`src/rtl/pipe_mux.sv`:
```
// pipe_mux: N-way operand-select mux feeding a registered valid/ready stage with a two-entry skid buffer.
module pipe_mux #(
  parameter int WIDTH  = 32,
  parameter int NUM_IN = 4,
  parameter int SEL_W  = $clog2(NUM_IN)
) (
  input  logic                    clk,
  input  logic                    rst,
  input  logic [NUM_IN*WIDTH-1:0] in_data,
  input  logic [SEL_W-1:0]        sel,
  input  logic                    in_valid,
  output logic                    in_ready,
  output logic [WIDTH-1:0]        out_data,
  output logic                    out_err,
  output logic                    out_valid,
  input  logic                    out_ready
);
  typedef enum logic [1:0] {EMPTY, ONE, TWO} state_t;
  state_t state_q, state_d;
  logic [WIDTH:0] main_q, main_d, skid_q, skid_d, pick;
  logic acc, pop;
  // An index with no matching input leaves the all-zero word with the error bit set.
  always_comb begin
    pick = {1'b1, {WIDTH{1'b0}}};
    for (int k = 0; k < NUM_IN; k++)
      if (sel == SEL_W'(k)) pick = {1'b0, in_data[k*WIDTH +: WIDTH]};
  end
  assign in_ready  = !rst && state_q != TWO;
  assign out_valid = state_q != EMPTY;
  assign acc = in_valid & in_ready;
  assign pop = out_valid & out_ready;
  assign {out_err, out_data} = main_q;
  always_comb begin
    state_d = state_q;
    main_d  = main_q;
    skid_d  = skid_q;
    case (state_q)
      EMPTY: if (acc) begin
        state_d = ONE;
        main_d  = pick;
      end
      ONE: if (acc && pop) main_d = pick;
      else if (acc) begin
        state_d = TWO;
        skid_d  = pick;
      end else if (pop) state_d = EMPTY;
      TWO: if (pop) begin
        state_d = ONE;
        main_d  = skid_q;
      end
      default: state_d = EMPTY;
    endcase
  end
  always_ff @(posedge clk) begin
    if (rst) begin
      state_q <= EMPTY;
      main_q  <= '0;
      skid_q  <= '0;
    end else begin
      state_q <= state_d;
      main_q  <= main_d;
      skid_q  <= skid_d;
    end
  end
endmodule
```
`config.mk`:
```
export PLATFORM = sky130hd
export DESIGN_NAME = pipe_mux
export DESIGN_NICKNAME = d
export VERILOG_FILES = /design/src/rtl/pipe_mux.sv
export SDC_FILE = /design/constraint.sdc
export NUM_CORES = 1
export LEC_CHECK = 0
export CAP_MARGIN = 10
export CORE_AREA = 2 2 114 88
export DETAILED_ROUTE_END_ITERATION = 6
export DIE_AREA = 0 0 116 90
export PLACE_DENSITY = 0.8
export SLEW_MARGIN = 20
export SYNTH_ARGS = -nofsm -noshare
export SYNTH_HDL_FRONTEND = slang
export SYNTH_SLANG_ARGS = --single-unit
```
`constraint.sdc`:
```
create_clock -name clk -period 2.3 [get_ports clk]
set_clock_uncertainty 0.15 [all_clocks]
set_input_delay 0.46 -clock clk [delete_from_list [all_inputs] [get_ports clk]]
set_output_delay 0.46 -clock clk [all_outputs]
set_load 0.005 [all_outputs]
```
; ---- Word-level counts from Yosys, hierarchy flattened
; Cells that the tools add are included.
; W data, S select, Z words.
[op_classes]
muxes = 14
eq_ne = 11
n_reduce_logical = 10
n_bitwise = 3
[op_table]
columns = operator, n
row1 = $mux W33, 7
row2 = $pmux W33 S3, 1
row3 = $mux W2, 5
row4 = $ne A2 B2 Y1 const B, 5
row5 = $reduce_and A4 Y1, 2
row6 = $eq A2 B2 Y1 const B, 3
row7 = $pmux W2 S3, 1
row8 = $eq A2 B1 Y1 const B, 2
row9 = $logic_not A2 Y1, 2
row10 = $ne A3 B3 Y1 const B, 1
row11 = $reduce_and A3 Y1, 1
row12 = $reduce_bool A3 Y1, 1
row13 = $and A1 B1 Y1, 2
row14 = $logic_and A1 B1 Y1, 2
row15 = $reduce_bool A2 Y1, 1
row16 = $logic_not A1 Y1, 1
row17 = $not A1 Y1, 1
[totals]
register_bits = 68
word_cells = 41
output_inout_bits = 35

; ---- Longest topological paths before layout
; Gate-level depths: netlist of run 1.
[depth]
ltp_word = 7
depth_mapped = 7
depth_no_buf = 3

; ---- Worst setup path before layout of run 1
; Ideal clock, no wire load.
[synth_timing]
path_type = input -> register
startpoint = in rst
endpoint = reg main_q[10]
stages = 6
arrival_ps = 1607
setup_slack_ps = 455
setup_time_ps = 89
path_cell_list = buf_4 -> nor4bb_1 -> buf_2 -> clkbuf_1 -> nor4_1 -> a311oi_2
[synth_via]
elab_chain_len = 6
[synth_rtl]
columns = element, line_no
row1 = "start, declared", 8  ; input logic rst,
row2 = $logic_not A1 Y1, 28  ; assign in_ready = !rst && state_q != TWO;
row3 = $logic_and A1 B1 Y1, 28
row4 = $and A1 B1 Y1, 30  ; assign acc = in_valid & in_ready;
row5 = $logic_and A1 B1 Y1, 42  ; ONE: if (acc && pop) main_d = pick;
row6 = $ne A2 B2 Y1 (no source line), n/a
row7 = $reduce_and A4 Y1 (no source line), n/a
row8 = "end signal, assigned", 61  ; main_q <= main_d;
row9 = "end, declared", 20  ; logic [WIDTH:0] main_q, main_d, skid_q, skid_d, pick;
; Parallel ways exist; a longest one is shown, timed or not.
; A chain may end at the register's enable or synchronous reset.

; ---- Worst setup path in the final report of run 1
[layout_timing]
startpoint = in in_valid
endpoint = reg main_q[17]
[layout_via]
elab_chain_len = 4
[layout_rtl]
columns = element, line_no
row1 = "start, declared", 11  ; input logic in_valid,
row2 = $and A1 B1 Y1 *, 30
row3 = $logic_and A1 B1 Y1, 42
row4 = $ne A2 B2 Y1 (no source line), n/a
row5 = $reduce_and A4 Y1 (no source line) *, n/a
; Every way passes the cells marked *; elsewhere a longest branch is shown, timed or not.

==> results.md, run 1 <==
| Metric | Value |
| --- | --- |
| RSZ-0062 raised after global routing | false |
| Final setup violation count | 0 |
| Arrival time of data at the critical path endpoint | 2.24 ns |
| Transition time of the tightest slew-check pin | 0.383 ns |
| Leakage power of the design | 0.00206 uW |
| Worst stage delay on the critical path | 0.59 ns |
| Setup TNS Final | 0 ns |
| Top achievable clock speed | 463 MHz |
| Power per unit of standard cell area | 598 mW/mm^2 |
| Antenna-violating nets left | 0 |
| Post-CTS Setup Repair Bufs | 0 |
| Sequential element share of the synthesized area | 0.348 |
| MaxCap Viol Count | 0 |
| Iteration count of the initial detailed-routing pass | 5 |
| Clock Tree Root | sky130_fd_sc_hd__clkbuf_16 |
| Net Count, Synth | 536 |
| Clock sink total | 68 |
| Outcome | finished, final reports clean |
| DP Wirelength | 8.41 mm |
| CTS Hold Buffers Added | 0 |
| Remaining DRCs | 0 |
| Via count of the first global-routing pass | 3974 |
| PortBufs | 168 |
| Number of hold violations in the final report | 0 |
| Launching instance or port of the critical path | in_valid |
| Area delta synth->final | 55.7% |
| Power, Total | 3650 uW |
| Final Critical Period | 2.16 ns |
| Height of the chip | 90 um |
| Worst path setup slack after routing | 0.142 ns |
| Aggregate global-route resource usage | 0.236 |
| Worst hold path class | reg -> reg |
| Antenna diode count | 0 |
| Setup Crit Path Kind | in -> reg |
| Initial antenna violation count | 0 |
| Flip-flop and latch count after synthesis | 68 |
| Crit Path Max Fanout | 27 |
| Residual overflow from global routing | 0 |
| Required arrival time at the worst endpoint | 2.39 ns |
| Tcrit/Tclk final | 0.938 |
| Post-Syn Area per Cell | 9.74 um^2 |
| Maximum number of pins on one net before global-route repair | 35 |
| Fraction of layout instances using a drive strength above 1 | 0.205 |
| Post-synth top flop | sky130_fd_sc_hd__dfxtp_1 |
| Drt first-iter violations | 347 |
| Worst relative slew slack | 0.744 |
| Setup slack of the most critical reg-to-reg path | 0.32 ns |
| Routed wirelength normalized by instance count | 17.7 um |
| Leading cell types in the layout, fill and taps excluded | sky130_fd_sc_hd__clkdlybuf4s50_1, sky130_fd_sc_hd__dfxtp_1, sky130_fd_sc_hd__nand2_1 |
| Worst slack, placed | -0.137 ns |
| Clock buffer count from CTS | 9 |
| Number of vias per cell | 5.76 |
| Total wirelength of the detailed-routed design | 12.2 mm |
| Hold Startpoint | skid_q[32] |
| Launch point of the worst reg-to-reg path | state_q[0] |
| Post-layout nets | 684 |
| Die outline area | 0.0104 mm^2 |
| Placement row count | 31 |
| Critical path's slowest cell | sky130_fd_sc_hd__clkdlybuf4s50_1 |
| Kind of capture point of the worst setup path | flop |
| Count of H-tree levels built during CTS | 3 |
| Cell seen most often among critical-path stages | sky130_fd_sc_hd__buf_4 |
| Count of final max-slew check failures | 0 |
| Cell Area, Synth | 0.00392 mm^2 |
| PostCTS Resize Cnt | 1 |
| Number of library cell types mapped by synthesis | 30 |
| Most common cell after layout, fill and taps aside | sky130_fd_sc_hd__clkdlybuf4s50_1 |
| Total via count after detailed routing | 3956 |
| Weighted congestion reported at the end of routability-driven placement | 0.807 |
| Clk pin slew, worst setup/hold paths | 0.06 ns |
| Wire length of the first global-routing pass | 19.6 mm |
| Synthesized instance count | 402 |
| Proportion of register bits with asynchronous set or reset after synthesis | 0 |
| Fill cell total of the finished layout | 726 |
| Total core area | 0.00939 mm^2 |
| I/O pin count | 169 |
| Yosys warns | 0 |
| Width of the chip | 116 um |
| Crit path cell chain | clkdlybuf4s50_1 -> nor4b_4 -> buf_4 -> buf_4 -> nor4_1 -> a311oi_2 |
| Max Root-Sink Buffers | 2 |
| Worst-skew pair later-pin latency | 0.33 ns |
| Type of origin of the critical path | input pin |
| Initial core utilization | 0.417 |
| IR Drop Worst-Case VDD | 493 uV |
| CTS tree | yes |
| EDFF count, synth | 0 |
==> worst max-delay path, delay by kind of cell <==
kind / cells / cell delay (ns)
buf+inv: 3 / 1.11
simple gates: 2 / 0.39
compound gates: 1 / 0.26
==> cell families after synthesis <==
group / synth area share
simple gates: 0.189
compound gates: 0.212
buf+inv: 0.0642
flops: 0.348
mux: 0.187
==> report_power, final <==
| part | total (uW) | leakage (uW) | internal (uW) | switching [uW] |
|---|---|---|---|---|
| clock network | 1480 | 0.000148 | 954 | 530 |
| registers | 1290 | 0.000556 | 1250 | 42.7 |
| logic | 876 | 0.00135 | 537 | 340 |
| total | 3650 | 0.00206 | 2740 | 913 |
==> registers in the layout (all words and copies together), names as in the netlist <==
signal / cells
state_q: 2
skid_q: 33
main_q: 33
==> cells in the mapped netlist, types with 2 or more instances <==
library cell | instances | area (um^2)
sky130_fd_sc_hd__dfxtp_1 | 68 | 1360
sky130_fd_sc_hd__nand2_1 | 65 | 244
sky130_fd_sc_hd__a21oi_1 | 35 | 175
sky130_fd_sc_hd__clkbuf_1 | 35 | 131
sky130_fd_sc_hd__mux4_2 | 32 | 721
sky130_fd_sc_hd__nand3_1 | 32 | 160
sky130_fd_sc_hd__nor4_1 | 32 | 200
sky130_fd_sc_hd__o21ai_0 | 32 | 160
sky130_fd_sc_hd__a311oi_2 | 30 | 450
sky130_fd_sc_hd__buf_4 | 6 | 45.0
sky130_fd_sc_hd__buf_2 | 5 | 25.0
sky130_fd_sc_hd__buf_1 | 3 | 11.3
sky130_fd_sc_hd__buf_6 | 3 | 33.8
sky130_fd_sc_hd__nand2b_1 | 3 | 18.8
sky130_fd_sc_hd__nor2_1 | 3 | 11.3
sky130_fd_sc_hd__a311oi_1 | 2 | 17.5
sky130_fd_sc_hd__nor2b_1 | 2 | 12.5
sky130_fd_sc_hd__or3b_2 | 2 | 17.5
==> layer usage <==
layer | track usage | vias to the layer above | wire, um
li1 | - | 1834 | -
met1 | 0.293 | 1901 | 4840
met2 | 0.405 | 203 | 6100
met3 | 0.0593 | 18 | 1010
met4 | 0.0675 | 0 | 210
met5 | 0 | - | 0
==> layout make-up <==
type | instances | area (um^2) | area share
clock inverter | 7 | 100 | 0.0164
multi-input combinational | 281 | 2330 | 0.382
clock buffer | 9 | 225 | 0.0369
timing repair buffer | 190 | 1910 | 0.314
sequential | 68 | 1360 | 0.223
tap | 132 | 165 | 0.0271
==> worst paths after layout <==
kind / to / depth (start not counted)
hold / removal: skid_q[32] / 2
setup reg to reg: main_q[26] / 4
hold reg to reg: skid_q[32] / 2
setup / recovery: main_q[17] / 6
==> per-stage QoR <==
| stage | area [um^2] | util | hold slack [ns] | std cells |
|---|---|---|---|---|
| after floorplan | 3920 | - | 0.273 | 402 |
| after global placement | 5770 | 0.615 | 0.302 | 671 |
| after detailed placement | 5770 | 0.615 | 0.310 | 671 |
| after CTS | 6100 | 0.650 | 0.322 | 687 |
| after global routing | 6100 | 0.650 | 0.332 | 687 |
| final | 6100 | 0.650 | 0.326 | 687 |
No activity file was read; power rests on OpenSTA's default activity.
==> run 2, diff against run 1 <==
Settings changed: CORE_AREA 2 2 114 88 to 2 2 99 101, DIE_AREA 0 0 116 90 to 0 0 101 103.
==> run 2 against run 1 <==
  * Maximum frequency down 1.6%
  * Worst hold slack worse by 0.011 ns
  * Die area down 0.35%
  * Via count down 0.28%
  * Critical endpoint is now in_ready
  * Cell count down 2.2%
  * Wire length up 0.35%
  * Sequential share of layout area up 0.47 points
  * First-iteration DRC count down 40%
==> results.md, run 2 (synthesis gave the netlist of run 1 again) <==
| Metric | Value | Delta |
| --- | --- | --- |
| Outcome | finished, final reports clean | unchanged |
| Non-Filler Instances | 672 | was 687 |
| Weighted congestion reported at the end of routability-driven placement | 0.774 | was 0.807 |
| Via count of the first global-routing pass | 4019 | was 3974 |
| Initial core utilization | 0.414 | was 0.417 |
| Iteration count of the initial detailed-routing pass | 5 | unchanged |
| Met2 routed wirelength | 6.28 mm | was 6.10 mm |
| Length of routed met3 wiring | 842 um | was 1.01 mm |
| Power share of the sequential group | 0.397 | was 0.353 |
| Clock Tree Root | sky130_fd_sc_hd__clkbuf_8 | was sky130_fd_sc_hd__clkbuf_16 |
| Area of placed instances | 0.00577 mm^2 | about the same |
| CTS Hold Buffers Added | 0 | unchanged |
| PortBufs | 168 | unchanged |
| Most common cell after layout, fill and taps aside | sky130_fd_sc_hd__clkdlybuf4s50_1 | unchanged |
| Comb power frac | 0.269 | was 0.240 |
| Power per unit of standard cell area | 543 mW/mm^2 | was 598 mW/mm^2 |
| Count of H-tree levels built during CTS | 3 | unchanged |
| Clock buffer count from CTS | 9 | unchanged |
| Wire length of the first global-routing pass | 19.3 mm | was 19.6 mm |
| Clock power share | 0.334 | was 0.407 |
| Worst hold path class | reg -> reg | unchanged |
| Worst path setup slack after routing | 0.107 ns | was 0.142 ns |
| Tcrit/Tclk final | 0.954 | was 0.938 |
| IR Drop Worst-Case VDD | 275 uV | was 493 uV |
| Clk pin slew, worst setup/hold paths | 0.07 ns | was 0.06 ns |
| I/O pin count | 169 | unchanged |
| Post-layout nets | 687 | was 684 |
| Final setup violation count | 0 | unchanged |
| Number of vias per cell | 5.87 | was 5.76 |
| Drt first-iter violations | 208 | was 347 |
| Net switching power figure | 858 uW | was 913 uW |
| Final standard cell utilization of the core | 0.633 | was 0.650 |
| Aggregate global-route resource usage | 0.238 | was 0.236 |
| Maximum number of pins on one net before global-route repair | 35 | unchanged |
| Placement row count | 36 | was 31 |
| Area delta synth->final | 52.9% | was 55.7% |
| Kind of capture point of the worst setup path | output port | was flop |
| Worst slack, placed | -0.0785 ns | was -0.137 ns |
| Antenna-violating nets left | 0 | unchanged |
| Height of the chip | 103 um | was 90 um |
| Residual overflow from global routing | 0 | unchanged |
| Final Critical Period | 2.19 ns | was 2.16 ns |
| Total via count after detailed routing | 3945 | was 3956 |
| Die outline area | 0.0104 mm^2 | about the same |
| Switching power share of the total | 0.264 | was 0.250 |
| Final Cell Area | 0.00599 mm^2 | was 0.00610 mm^2 |
| Post-CTS Setup Repair Bufs | 0 | unchanged |
| Total internal power | 2390 uW | was 2740 uW |
| Crit Path Max Fanout | 10 | was 27 |
| Transition time of the tightest slew-check pin | 0.448 ns | was 0.383 ns |
| Arrival time of data at the critical path endpoint | 1.58 ns | was 2.24 ns |
| Length of routed wiring on met1 | 4.76 mm | was 4.84 mm |
| Width of the chip | 101 um | was 116 um |
| Routed wirelength normalized by instance count | 18.2 um | was 17.7 um |
| Total wirelength of the detailed-routed design | 12.2 mm | about the same |
| Worst-skew pair later-pin latency | 0.35 ns | was 0.33 ns |
| Remaining DRCs | 0 | unchanged |
| Leading cell types in the layout, fill and taps excluded | sky130_fd_sc_hd__clkdlybuf4s50_1, sky130_fd_sc_hd__dfxtp_1, sky130_fd_sc_hd__nand2_1 | unchanged |
| Top achievable clock speed | 456 MHz | was 463 MHz |
| Leakage power of the design | 0.00203 uW | was 0.00206 uW |
| RSZ-0062 raised after global routing | false | unchanged |
| Area of the multi-input gates | 0.00233 mm^2 | unchanged |
| Count of final max-slew check failures | 0 | unchanged |
| MaxCap Viol Count | 0 | unchanged |
| Fill cell total of the finished layout | 765 | was 726 |
| Max Root-Sink Buffers | 2 | unchanged |
| Worst relative slew slack | 0.702 | was 0.744 |
| Required arrival time at the worst endpoint | 1.69 ns | was 2.39 ns |
| Type of origin of the critical path | flop | was input pin |
| Setup TNS Final | 0 ns | unchanged |
| Number of hold violations in the final report | 0 | unchanged |
| Clock sink total | 68 | unchanged |
| Setup Crit Path Kind | reg -> out | was in -> reg |
| Placed instance count | 656 | was 671 |
| Antenna diode count | 0 | unchanged |
| Highest routing layer actually used | met4 | unchanged |
| CTS tree | yes | unchanged |
| Initial antenna violation count | 0 | unchanged |
| Sequential cell area | 0.00137 mm^2 | was 0.00136 mm^2 |
| Total core area | 0.00946 mm^2 | was 0.00939 mm^2 |
| Fraction of layout instances using a drive strength above 1 | 0.211 | was 0.205 |
| DP Wirelength | 8.66 mm | was 8.41 mm |
| Regs by FF count | main_q (33), skid_q (33), state_q (2) | unchanged |
-- run 2: cell types whose count changed in the layout (fill, tap and decap cells not counted), sizes merged --
cell and change:
clkbuf +1, inv -1, clkdlybuf4s50 -1, buf +4, clkinv +1, clkinvlp -1
-- run 2: through the flow --
step / total power [uW] / hold WS [ns]
after floorplan: 1730 / 0.273
after global placement: 2170 / 0.286
after detailed placement: 2190 / 0.292
after CTS: 3270 / 0.299
after global routing: 3380 / 0.324
final: 3250 / 0.315
-- run 2: power groups by stage --
stage                     clock network (uW)  registers, uW  logic, uW
after detailed placement                   0           1320        873
after CTS                               1100           1290        876
after global placement                     0           1320        851
after global routing                    1150           1300        934
after floorplan                            0           1310        425
final                                   1090           1290        874
-- run 2: final timing paths --
check	cells past startpoint	from	to	slack, ns
max	3	state_q[1]	in_ready	0.11
min reg2reg	2	skid_q[32]	skid_q[32]	0.32
min	2	skid_q[32]	skid_q[32]	0.32
max reg2reg	4	state_q[0]	main_q[26]	0.44
-- run 2: area by class of cell --
cell class,instances,area share
timing repair buffer,193,0.323
clock buffer,10,0.0213
tap,114,0.0238
clock inverter,6,0.0148
multi-input combinational,281,0.389
sequential,68,0.228
-- run 2: layer usage --
layer  vias up  GRT usage
li1       1843          -
met1      1872      0.274
met3        29     0.0468
met2       201      0.418
met5         -          0
met4         0      0.131
-- run 2: critical path, cell delays in order, from the launching register on --
cell and delay [ns]:
sky130_fd_sc_hd__dfxtp_4 0.40, sky130_fd_sc_hd__nor2b_2 0.18, sky130_fd_sc_hd__nor2_1 0.12, sky130_fd_sc_hd__clkdlybuf4s50_1 0.54
-- run 2: timing repair --
action	4_1_cts	5_1_grt
gates cloned	0	0
pin swaps	0	0
endpoints found under the setup margin	2	1
resized for setup	1	2
==> run 3, diff against run 2 <==
Settings changed: CAP_MARGIN 10 to unset.
==> results of run 3 <==
Final layout, timing and power as in run 2 (identical DEF).
